===== config.mk =====
export PLATFORM = sky130hd
export DESIGN_NAME = inst_fetch
export DESIGN_NICKNAME = d
export VERILOG_FILES = /design/src/rtl/inst_fetch_pkg.sv /design/src/rtl/inst_fetch_queue.sv /design/src/rtl/inst_fetch.sv
export SDC_FILE = /design/constraint.sdc
export NUM_CORES = 1
export LEC_CHECK = 0
export BUFFER_PORTS_ARGS = -buffer_cell sky130_fd_sc_hd__clkbuf_2
export CAP_MARGIN = 15
export CELL_PAD_IN_SITES_DETAIL_PLACEMENT = 1
export CELL_PAD_IN_SITES_GLOBAL_PLACEMENT = 2
export CORE_MARGIN = 4
export CORE_UTILIZATION = 40
export DETAILED_ROUTE_END_ITERATION = 10
export HOLD_SLACK_MARGIN = 0.03
export PLACE_DENSITY = 0.66
export SYNTH_ARGS = -nofsm -noshare
export SYNTH_HDL_FRONTEND = slang
export SYNTH_SLANG_ARGS = --single-unit

===== constraint.sdc =====
create_clock -name clk -period 9.8 [get_ports clk]
set_input_delay 0.49 -clock clk [delete_from_list [all_inputs] [get_ports clk]]
set_output_delay 0.49 -clock clk [all_outputs]
set_load 0.02 [all_outputs]

===== src/rtl/inst_fetch_pkg.sv =====
// Shared constants, queue entry layout and the static next-PC predictor
// for the instruction fetch stage.
package inst_fetch_pkg;

  localparam logic [6:0] OPC_JAL = 7'b1101111;

  localparam logic [1:0] FS_IDLE = 2'd0;
  localparam logic [1:0] FS_WAIT = 2'd1;
  localparam logic [1:0] FS_DROP = 2'd2;

  localparam int ENTRY_W = 96;

  typedef struct packed {
    logic [31:0] inst;
    logic [31:0] pc;
    logic [31:0] pred_pc;
  } fetch_entry_t;

  // JAL targets are followed; every other word falls through to pc + 4.
  function automatic logic [31:0] predict_npc(input logic [31:0] pc, input logic [31:0] d);
    logic [31:0] npc;
    if (d[6:0] == OPC_JAL) begin
      npc = pc + {{12{d[31]}}, d[19:12], d[20], d[30:21], 1'b0};
    end else begin
      npc = pc + 32'd4;
    end
    return npc;
  endfunction

endpackage


===== src/rtl/inst_fetch_queue.sv =====
// Synchronous FIFO holding fetched entries; clear empties it in one cycle
// and takes priority over push and pop.
module fetch_queue
  import inst_fetch_pkg::*;
#(
  parameter int DEPTH = 16,
  parameter int W     = ENTRY_W
) (
  input  logic                     clk,
  input  logic                     rst,
  input  logic                     push,
  input  logic                     pop,
  input  logic                     clear,
  input  logic [W-1:0]             push_data,
  output logic [W-1:0]             head_data,
  output logic [$clog2(DEPTH):0]   count
);

  localparam int PW = $clog2(DEPTH);
  localparam int CW = PW + 1;
  localparam logic [PW-1:0] PTR_ONE = PW'(1);
  localparam logic [CW-1:0] CNT_ONE = CW'(1);

  logic [W-1:0]  mem [DEPTH];
  logic [PW-1:0] head;
  logic [PW-1:0] tail;

  assign head_data = mem[head];

  always_ff @(posedge clk) begin
    if (push) begin
      mem[tail] <= push_data;
    end
  end

  always_ff @(posedge clk) begin
    if (rst || clear) begin
      head  <= '0;
      tail  <= '0;
      count <= '0;
    end else begin
      if (push) begin
        tail <= tail + PTR_ONE;
      end
      if (pop) begin
        head <= head + PTR_ONE;
      end
      case ({push, pop})
        2'b10:   count <= count + CNT_ONE;
        2'b01:   count <= count - CNT_ONE;
        default: count <= count;
      endcase
    end
  end

endmodule


===== src/rtl/inst_fetch.sv =====
// Fetch stage: PC, single-outstanding request controller, static JAL
// prediction and the instruction queue feeding the decoder.
module inst_fetch
  import inst_fetch_pkg::*;
#(
  parameter int          QUEUE_DEPTH = 16,
  parameter logic [31:0] RESET_PC    = 32'h0
) (
  input  logic        clk,
  input  logic        rst,
  input  logic        rdy,
  output logic        mem_req_valid,
  output logic [31:0] mem_req_addr,
  input  logic        mem_resp_valid,
  input  logic [31:0] mem_resp_data,
  input  logic        flush,
  input  logic [31:0] flush_pc,
  output logic        inst_valid,
  output logic [31:0] inst,
  output logic [31:0] inst_pc,
  output logic [31:0] inst_pred_pc,
  input  logic        inst_ready
);

  localparam int CW = $clog2(QUEUE_DEPTH) + 1;
  localparam logic [CW-1:0] DEPTH_CNT = CW'(QUEUE_DEPTH);

  logic [1:0]    state;
  logic [31:0]   pc;
  logic [31:0]   npc;
  logic          req_valid;
  logic [CW-1:0] count;
  logic          push;
  logic          pop;
  logic          clear;
  fetch_entry_t  push_entry;
  fetch_entry_t  head_entry;

  assign npc        = predict_npc(pc, mem_resp_data);
  assign push       = rdy && !flush && (state == FS_WAIT) && mem_resp_valid;
  assign pop        = rdy && inst_valid && inst_ready && !flush;
  assign clear      = rdy && flush;
  assign push_entry = '{inst: mem_resp_data, pc: pc, pred_pc: npc};

  // A request held across a stall reappears once rdy returns, matching the
  // memory controller that is gated by the same rdy.
  assign mem_req_valid = req_valid && rdy;
  assign inst_valid    = (count != '0);
  assign inst          = head_entry.inst;
  assign inst_pc       = head_entry.pc;
  assign inst_pred_pc  = head_entry.pred_pc;

  fetch_queue #(
    .DEPTH (QUEUE_DEPTH),
    .W     (ENTRY_W)
  ) u_queue (
    .clk       (clk),
    .rst       (rst),
    .push      (push),
    .pop       (pop),
    .clear     (clear),
    .push_data (push_entry),
    .head_data (head_entry),
    .count     (count)
  );

  always_ff @(posedge clk) begin
    if (rst) begin
      state        <= FS_IDLE;
      pc           <= RESET_PC;
      req_valid    <= 1'b0;
      mem_req_addr <= 32'h0;
    end else if (rdy) begin
      req_valid <= 1'b0;
      if (flush) begin
        pc <= flush_pc;
        // Only a still-unanswered request needs its response dropped later.
        if (((state == FS_WAIT) && !mem_resp_valid) || (state == FS_DROP)) begin
          state <= FS_DROP;
        end else begin
          state <= FS_IDLE;
        end
      end else begin
        case (state)
          FS_IDLE: begin
            if (count < DEPTH_CNT) begin
              req_valid    <= 1'b1;
              mem_req_addr <= pc;
              state        <= FS_WAIT;
            end
          end
          FS_WAIT: begin
            if (mem_resp_valid) begin
              pc    <= npc;
              state <= FS_IDLE;
            end
          end
          FS_DROP: begin
            if (mem_resp_valid) begin
              state <= FS_IDLE;
            end
          end
          default: state <= FS_IDLE;
        endcase
      end
    end
  end

endmodule


Yosys cells after proc, flatten, opt, wreduce, memory -nomap -nowiden. Memories as Yosys holds them, arrays and structs flattened. A register that Yosys moved wholly into a read port is not among the register bits. Cells that the tools add are included. Widths: inputs -> output; s select.

Register bits: 80. Memory bits (writable): 1536. Bits of input ports: 70. Output and inout port bits: 130. Logic and storage cells: 62. Memories kept: 1.

Memories: u_queue.mem (depth 16, width 96, read ports 1, clocked after memory_dff 1, write ports 1, line inst_fetch_queue.sv:24) `logic [W-1:0] mem [DEPTH];`.

Add/subtract/negate cells: 6. Order comparisons: 1. Eq/ne operators: 7. Multiplexer cells: 17. Bitwise gates (word level): 1. Reductions and logical operators: 22.

Operators with widths (number): $mux 32 (4); $add 32x3->32 const B (1); $add 32x32->32 (1); $pmux 5 s2 (1); $logic_and 1x1->1 (9); $add 4x1->4 const B (2); $mux 2 (4); $mux 4 (2); $eq 7x7->1 const B (1); $reduce_and 3->1 (2); $reduce_bool 2->1 (3); $add 5x1->5 const B (1); $lt 5x5->1 const B (1); $mux 1 (5); $reduce_bool 5->1 (1); $sub 5x1->5 const B (1); $eq 2x1->1 const B (2); $eq 2x2->1 const B (2); $pmux 2 s2 (1); $reduce_and 4->1 (1); $ne 3x1->1 const B (1); $ne 3x3->1 const B (1); $logic_not 1->1 (2); $logic_not 2->1 (1); other kinds (3) (4).

Depth between registers and ports, before layout. Gate-level depths: netlist (run 1).

Depth in word-level cells: 6. Depth in mapped cells: 16. Mapped depth without buffers: 13.

Hierarchy. From an unflattened synthesis (run 1), not the netlist that was laid out.

Cell total of the unflattened synthesis: 3180. Area total of the unflattened synthesis: 63509.7 µm².

By module, submodules not included: fetch_queue (instances 1, cells each 2448, area an instance 58264.6 µm², seq. area each 46464.6 µm²); inst_fetch (instances 1, cells each 732, area an instance 5245.0 µm², seq. area each 1341.3 µm²).

Least setup slack after synthesis (run 1). No wires, ideal clock.

Path kind: input-to-reg. From: input port rdy. To: memory u_queue.mem[0][10] (netlist name) (enable). Library setup time: 0.665 ns. Data arrival time: 7.951 ns. Data required time: 9.135 ns. Slack: 1.184 ns. Stages: 6. Path buffers: 2. Path through: nor2b_1 -> and3_1 -> clkbuf_1 -> clkbuf_1 -> nand2_1 -> nor3_1.

Word-level cells in the longest chain between the ends: 5.

Ends and longest elaborated chain: from (decl) (line inst_fetch.sv:11) `input logic rdy,`; $logic_and 1x1->1 (3 in series) (line inst_fetch.sv:40) `assign push = rdy && !flush && (state == FS_WAIT) && mem_resp_valid;`; $mux 1 (line inst_fetch_queue.sv:31) `if (push) begin`; $mux 1 (not written as such) (line inst_fetch_queue.sv:32) `mem[tail] <= push_data;`; to (decl) (line inst_fetch_queue.sv:24).

No other way between the ends.

==> metrics.csv, run 1 <==
metric,value,unit
p_int,0.0111,W
avgSynthCellArea,21.3,sq um
synth.cell_area,62900,sq um
clock_path_buffers,3,
critPathMaxStageDelay,0.91,ns
yosysWarnings,0,
synth_top_family_by_area,multiplexers,
grt_pass1_wl,246,mm
yosys.area_share.simple,0.0250,
layout_commonest_cell,edfxtp_1,
synth_compound_area_frac,0.0221,
fillers,14200,
synth.mux.area_fraction,0.172,
antenna_found_initial,11,
ys_ff_latch,1604,
synth_nets,3066,
multi_input_area,15000,sq um
syn_inst,2953,
drive_gt1_frac,0.303,
drt_wl_total,171,mm
fin_crit_sh,0.526,
final_cell_mix,"edfxtp_1, mux4_2, clkbuf_2, clkbuf_16, nand2_1",
cts_tree,yes,
coreArea,156000,sq um
area_growth,14.8,%
portBuffers,199,
die-width,404,microns
numCtsBuffers,168,
drt_iter0_markers,3172,
worstSkewPairLatency,0.81,ns
combPwrFrac,0.022,
max_cap_violations,0,
p_leak,22.7,nW
synth_flop_cell,edfxtp_1,
finalSetupTns,0,ns
gp_congestion,0.813,
clock_power_share,0.440,
cts_setup_buffers,0,
htreeDepth,4,
cts_num_sinks,1604,
p_seq_frac,0.538,
switchingPower,0.00293,W
final_antenna_net_count,0,
switching_share,0.210,
postCtsHoldBufs,9,
fin_crit,5.15,ns
dieArea,164000,sq um
fmax,194,MHz
drt-vias-per-instance,5.75,
row_count,145,
powerDensity,194,nW/um^2
setup_viol,0,
seq_area,47300,sq um
yosysSeqAreaShare,0.753,
min_path_type,in -> reg,
drc_errors,0,
synthAdderAreaFrac,0.00868,
worst_pin_slew,1.33,ns
r2r.worst_path.cells,11,
grt_max_degree,169,
synth_xor_area_frac,0.00864,
die_height,404,microns
slew_violations,0,
dp_hpwl,97.0,mm
worstPathMaxFanout,64,
ir_worst_vdd,0.000181,V
fin_skew,0.0417,ns
critPathLaunchType,register,
wl_per_cell,31.3,microns
worstPathArrival,4.66,ns
status,"finished, final reports clean",
r2r_slack,5.31,ns
worstPathRequired,9.31,ns
slowest_stage,buf_4,
cts.repair.resized,0,
worstSetupPathType,reg -> out,
hold_viol,0,
relSlewSlack,0.110,
cts_root_buf,clkbuf_16,
async_flop_share,0,
io_pins,200,
via_count,31400,
dp.cells,5141,
first_pass_iters,6,
clk_pin_slew_worst_paths,0.06,ns
end_kind,primary output,
hold_depth,3,
rsz0062_at_grt,no,
grt_overflow_total,0,
synth_enable_flop_cells,1520,
fin_nets,3382,
track_usage,0.211,
synth.distinct_cells,69,
instances_no_fill,5461,
grt_pass1_vias,33500,
worstPathCellList,buf_4 -> buf_4 -> mux4_2 -> mux4_2 -> clkbuf_2,
start_util,0.402,
## routing by layer
layer / share of wire / vias to the layer above / track usage
li1: - / 12900 / -
met1: 0.44 / 17300 / 0.305
met2: 0.48 / 1003 / 0.335
met3: 0.063 / 189 / 0.0412
met4: 0.019 / 2 / 0.0500
met5: 0.000070 / - / 0
## worst max-delay path, delay by kind of cell (launching register included)
| family | cells | cell delay, ns |
|---|---|---|
| buffers and inverters | 3 | 1.94 |
| muxes | 2 | 1.01 |
| DFF | 1 | 0.71 |
## through the flow
step / hold WS, ns / setup WS [ns] / cell area, sq um / utilization / total power [W]
final: 0.0847 / 4.65 / 72100 / 0.462 / 0.0140
after floorplan: 0.445 / 1.18 / 62900 / - / 0.00781
after global routing: 0.0729 / 4.36 / 72100 / 0.462 / 0.0145
after CTS: 0.0302 / 4.53 / 72000 / 0.461 / 0.0141
after global placement: 0.450 / 5.25 / 66700 / 0.427 / 0.00796
after detailed placement: 0.450 / 5.17 / 66700 / 0.427 / 0.00798
## cell usage after synthesis, types with 5 or more instances
cell | number | area share
edfxtp_1 | 1520 | 0.73
mux4_2 | 475 | 0.17
nand2_1 | 160 | 0.0096
clkbuf_1 | 130 | 0.0078
nor2_1 | 104 | 0.0062
a21oi_1 | 100 | 0.0080
dfxtp_1 | 84 | 0.027
o21ai_0 | 43 | 0.0034
ha_1 | 42 | 0.0084
xnor2_1 | 33 | 0.0046
xor2_1 | 29 | 0.0040
buf_1 | 24 | 0.0014
nand3_1 | 24 | 0.0019
inv_1 | 19 | 0.0011
nor3_1 | 14 | 0.0011
nand4_1 | 12 | 0.0012
a21o_1 | 11 | 0.0013
mux2i_1 | 10 | 0.0016
and3_1 | 9 | 0.00090
a222oi_1 | 7 | 0.0011
a31oi_1 | 6 | 0.00060
and2_1 | 5 | 0.00050
nor2b_1 | 5 | 0.00050
o21a_1 | 5 | 0.00060
o21ai_1 | 5 | 0.00040
or3_1 | 5 | 0.00050
## logic make-up (layout without fill, tap and decap cells)
| logic type | count (synthesis) | after routing |
|---|---|---|
| DFF | 1604 | 1604 |
| muxes | 486 | 486 |
| and+or+nand+nor | 360 | 360 |
| AOI/OAI and AO/OA | 221 | 221 |
| buffers and inverters | 177 | 624 |
| xor gates and xnor gates | 62 | 62 |
| adders and majority gates | 43 | 43 |
| other | 0 | 3 |
## power by group through the flow
stage	Combinational [W]	Sequential, W	Clock [W]
2_1_floorplan	0.000142	0.00767	0
3_3_place_gp	0.000286	0.00767	0
3_5_place_dp	0.000297	0.00768	0
4_1_cts	0.000301	0.00753	0.00630
5_1_grt	0.000331	0.00753	0.00660
6_report	0.000305	0.00753	0.00615
## sequential cells by signal, indices dropped and copies added (netlist names), named ones only
| name | count |
|---|---|
| u_queue.mem | 1520 |
| mem_req_addr | 32 |
| pc | 32 |
| u_queue.count | 5 |
| u_queue.head | 4 |
| u_queue.tail | 4 |
| state | 2 |
| req_valid | 1 |
## cell type report
cell class	instances	area share
antenna	3	0.000104
clock buffer	213	0.0606
clock inverter	88	0.0126
inverter	19	0.000989
multi-input combinational	1172	0.208
sequential	1604	0.656
tap	2058	0.0357
timing repair buffer	304	0.0261
## final timing paths
path,start,end
worst max-delay path,register,inst_pc[4]
worst min-delay path,flush_pc[0],pc[0]
worst max register to register,pc[3],u_queue.mem[1][28]
worst min register to register,mem_req_addr[24],mem_req_addr[24]
Note: power is estimated with default switching activity, not from simulation.
==> run 2, diff against run 1 <==
- clock period: 9.8 -> 5.25 ns (I/O delays scaled with it)
==> metrics.csv, run 2 (same netlist as run 1, synthesis figures left out) <==
metric,value,unit
area_growth,16.6,%
grt_max_degree,73,
slowest_stage,a21oi_1,
cts_root_buf,clkbuf_16,
largest_reg_flops,1520,
combPwrFrac,0.025,
htreeDepth,4,
max_cap_violations,0,
worstPathRequired,5.97,ns
final_cell_mix,"edfxtp_1, mux4_2, clkbuf_2, clkbuf_16, nand2_1",
powerDensity,355,nW/um^2
min_path_type,in -> reg,
fin_crit,4.03,ns
fin_area,73300,sq um
postCtsHoldBufs,63,
row_count,145,
finalWorstSetupSlack,1.22,ns
grt_pass1_wl,249,mm
fin_total_pwr,0.0260,W
reg_top3,"u_queue.mem: 1520 flops, mem_req_addr: 32 flops, pc: 32 flops",
cts_setup_buffers,0,
end_kind,register,
dieArea,164000,sq um
clock_power_share,0.437,
worstSetupPathType,reg -> reg,
final_antenna_net_count,0,
gp_congestion,0.838,
finalSetupTns,0,ns
worst_pin_slew,1.20,ns
dp_hpwl,97.3,mm
worstPathMaxFanout,22,
cts.repair.resized,0,
worstPathCellList,ha_1 -> a21oi_1 -> o21ai_0 -> a31oi_1 -> o2111ai_1 -> o221ai_1 -> xnor2_1 -> nor2_1 -> a21oi_1 -> o21ai_0 -> a21oi_1,
fin_nets,3470,
wl_per_cell,30.9,microns
crit_path_frequent_cell,a21oi_1,
switchingPower,0.00535,W
grt_pass1_vias,34300,
die_height,404,microns
largest_register,u_queue.mem,
start_util,0.402,
via_count,31700,
ir_worst_vdd,0.000349,V
die-width,404,microns
critPathLaunchType,register,
numCtsBuffers,167,
drt-vias-per-instance,5.71,
hold_viol,0,
track_usage,0.212,
switching_share,0.206,
drt_wl_total,172,mm
portBuffers,199,
clock_path_buffers,3,
grt_overflow_total,0,
first_pass_iters,5,
slew_violations,0,
final_core_util,0.469,
p_seq_frac,0.538,
worstPathArrival,4.75,ns
critPathMaxStageDelay,0.93,ns
fmax,248,MHz
cts_tree,yes,
cts_num_sinks,1604,
io_pins,200,
relSlewSlack,0.202,
p_leak,23.2,nW
post_dp_cell_area,67400,sq um
drive_gt1_frac,0.306,
worstSkewPairLatency,0.80,ns
pre_cts_slack,1.27,ns
fin_crit_sh,0.768,
layout_commonest_cell,edfxtp_1,
setup_viol,0,
fin_skew,0.0433,ns
drc_errors,0,
antenna_found_initial,9,
clk_pin_slew_worst_paths,0.06,ns
drt_iter0_markers,3280,
status,"finished, final reports clean",
coreArea,156000,sq um
rsz0062_at_grt,no,
p_int,0.0207,W
## run 2: cell count changes in the layout (fill, tap and decap cells not counted), moves of 3 or more
cell,delta
inv_16,-3
buf_12,+31
clkinv_2,+6
clkinv_1,+8
buf_4,+4
nor3_2,-4
clkbuf_8,+3
dlygate4sd3_1,+54
clkbuf_1,-10
nor3_4,+4
## run 2: critical path, delay by kind of cell, from the launching register on
family,cells,cell delay [ns]
simple gates,1,0.07
compound gates,8,2.48
flops,1,0.80
xor+xnor,1,0.21
fa+ha+maj,1,0.41
## run 2: stage by stage
stage / hold WS (ns) / instances
after detailed placement: 0.450 / 5177
after floorplan: 0.361 / 2953
final: 0.116 / 5553
after global placement: 0.444 / 5177
after CTS: 0.0325 / 5546
after global routing: 0.103 / 5552
## run 2: area by class of cell
type | instances | area (sq um)
Inverter | 19 | 71.3
Timing Repair Buffer | 393 | 3060
Tap cell | 2058 | 2570
Antenna cell | 1 | 2.50
Clock buffer | 206 | 4390
Sequential cell | 1604 | 47300
Clock inverter | 100 | 878
Multi-Input combinational cell | 1172 | 15000
Fill cell | 14100 | 82900
## run 2: power by group through the flow
stage | clock network [W] | logic, W | registers [W]
finish | 0.0114 | 0.000642 | 0.0140
global route | 0.0122 | 0.000699 | 0.0140
CTS | 0.0117 | 0.000640 | 0.0140
detailed placement | 0 | 0.000601 | 0.0143
global placement | 0 | 0.000575 | 0.0143
floorplan | 0 | 0.000265 | 0.0143
## run 2: per-layer routing
metal	global-route usage	wire, microns
met5	0	0
met4	0.0472	2940
met3	0.0333	9660
met2	0.348	84500
met1	0.303	74600
## run 2: final timing paths
check / from / endpoint / slack [ns] / depth (start not counted)
hold reg to reg: mem_req_addr[22] / mem_req_addr[22] / 0.46 / 2
setup reg to reg: pc[17] / pc[26] / 1.22 / 11
hold / removal: inst_ready / register / 0.12 / 4
setup / recovery: pc[17] / pc[26] / 1.22 / 11
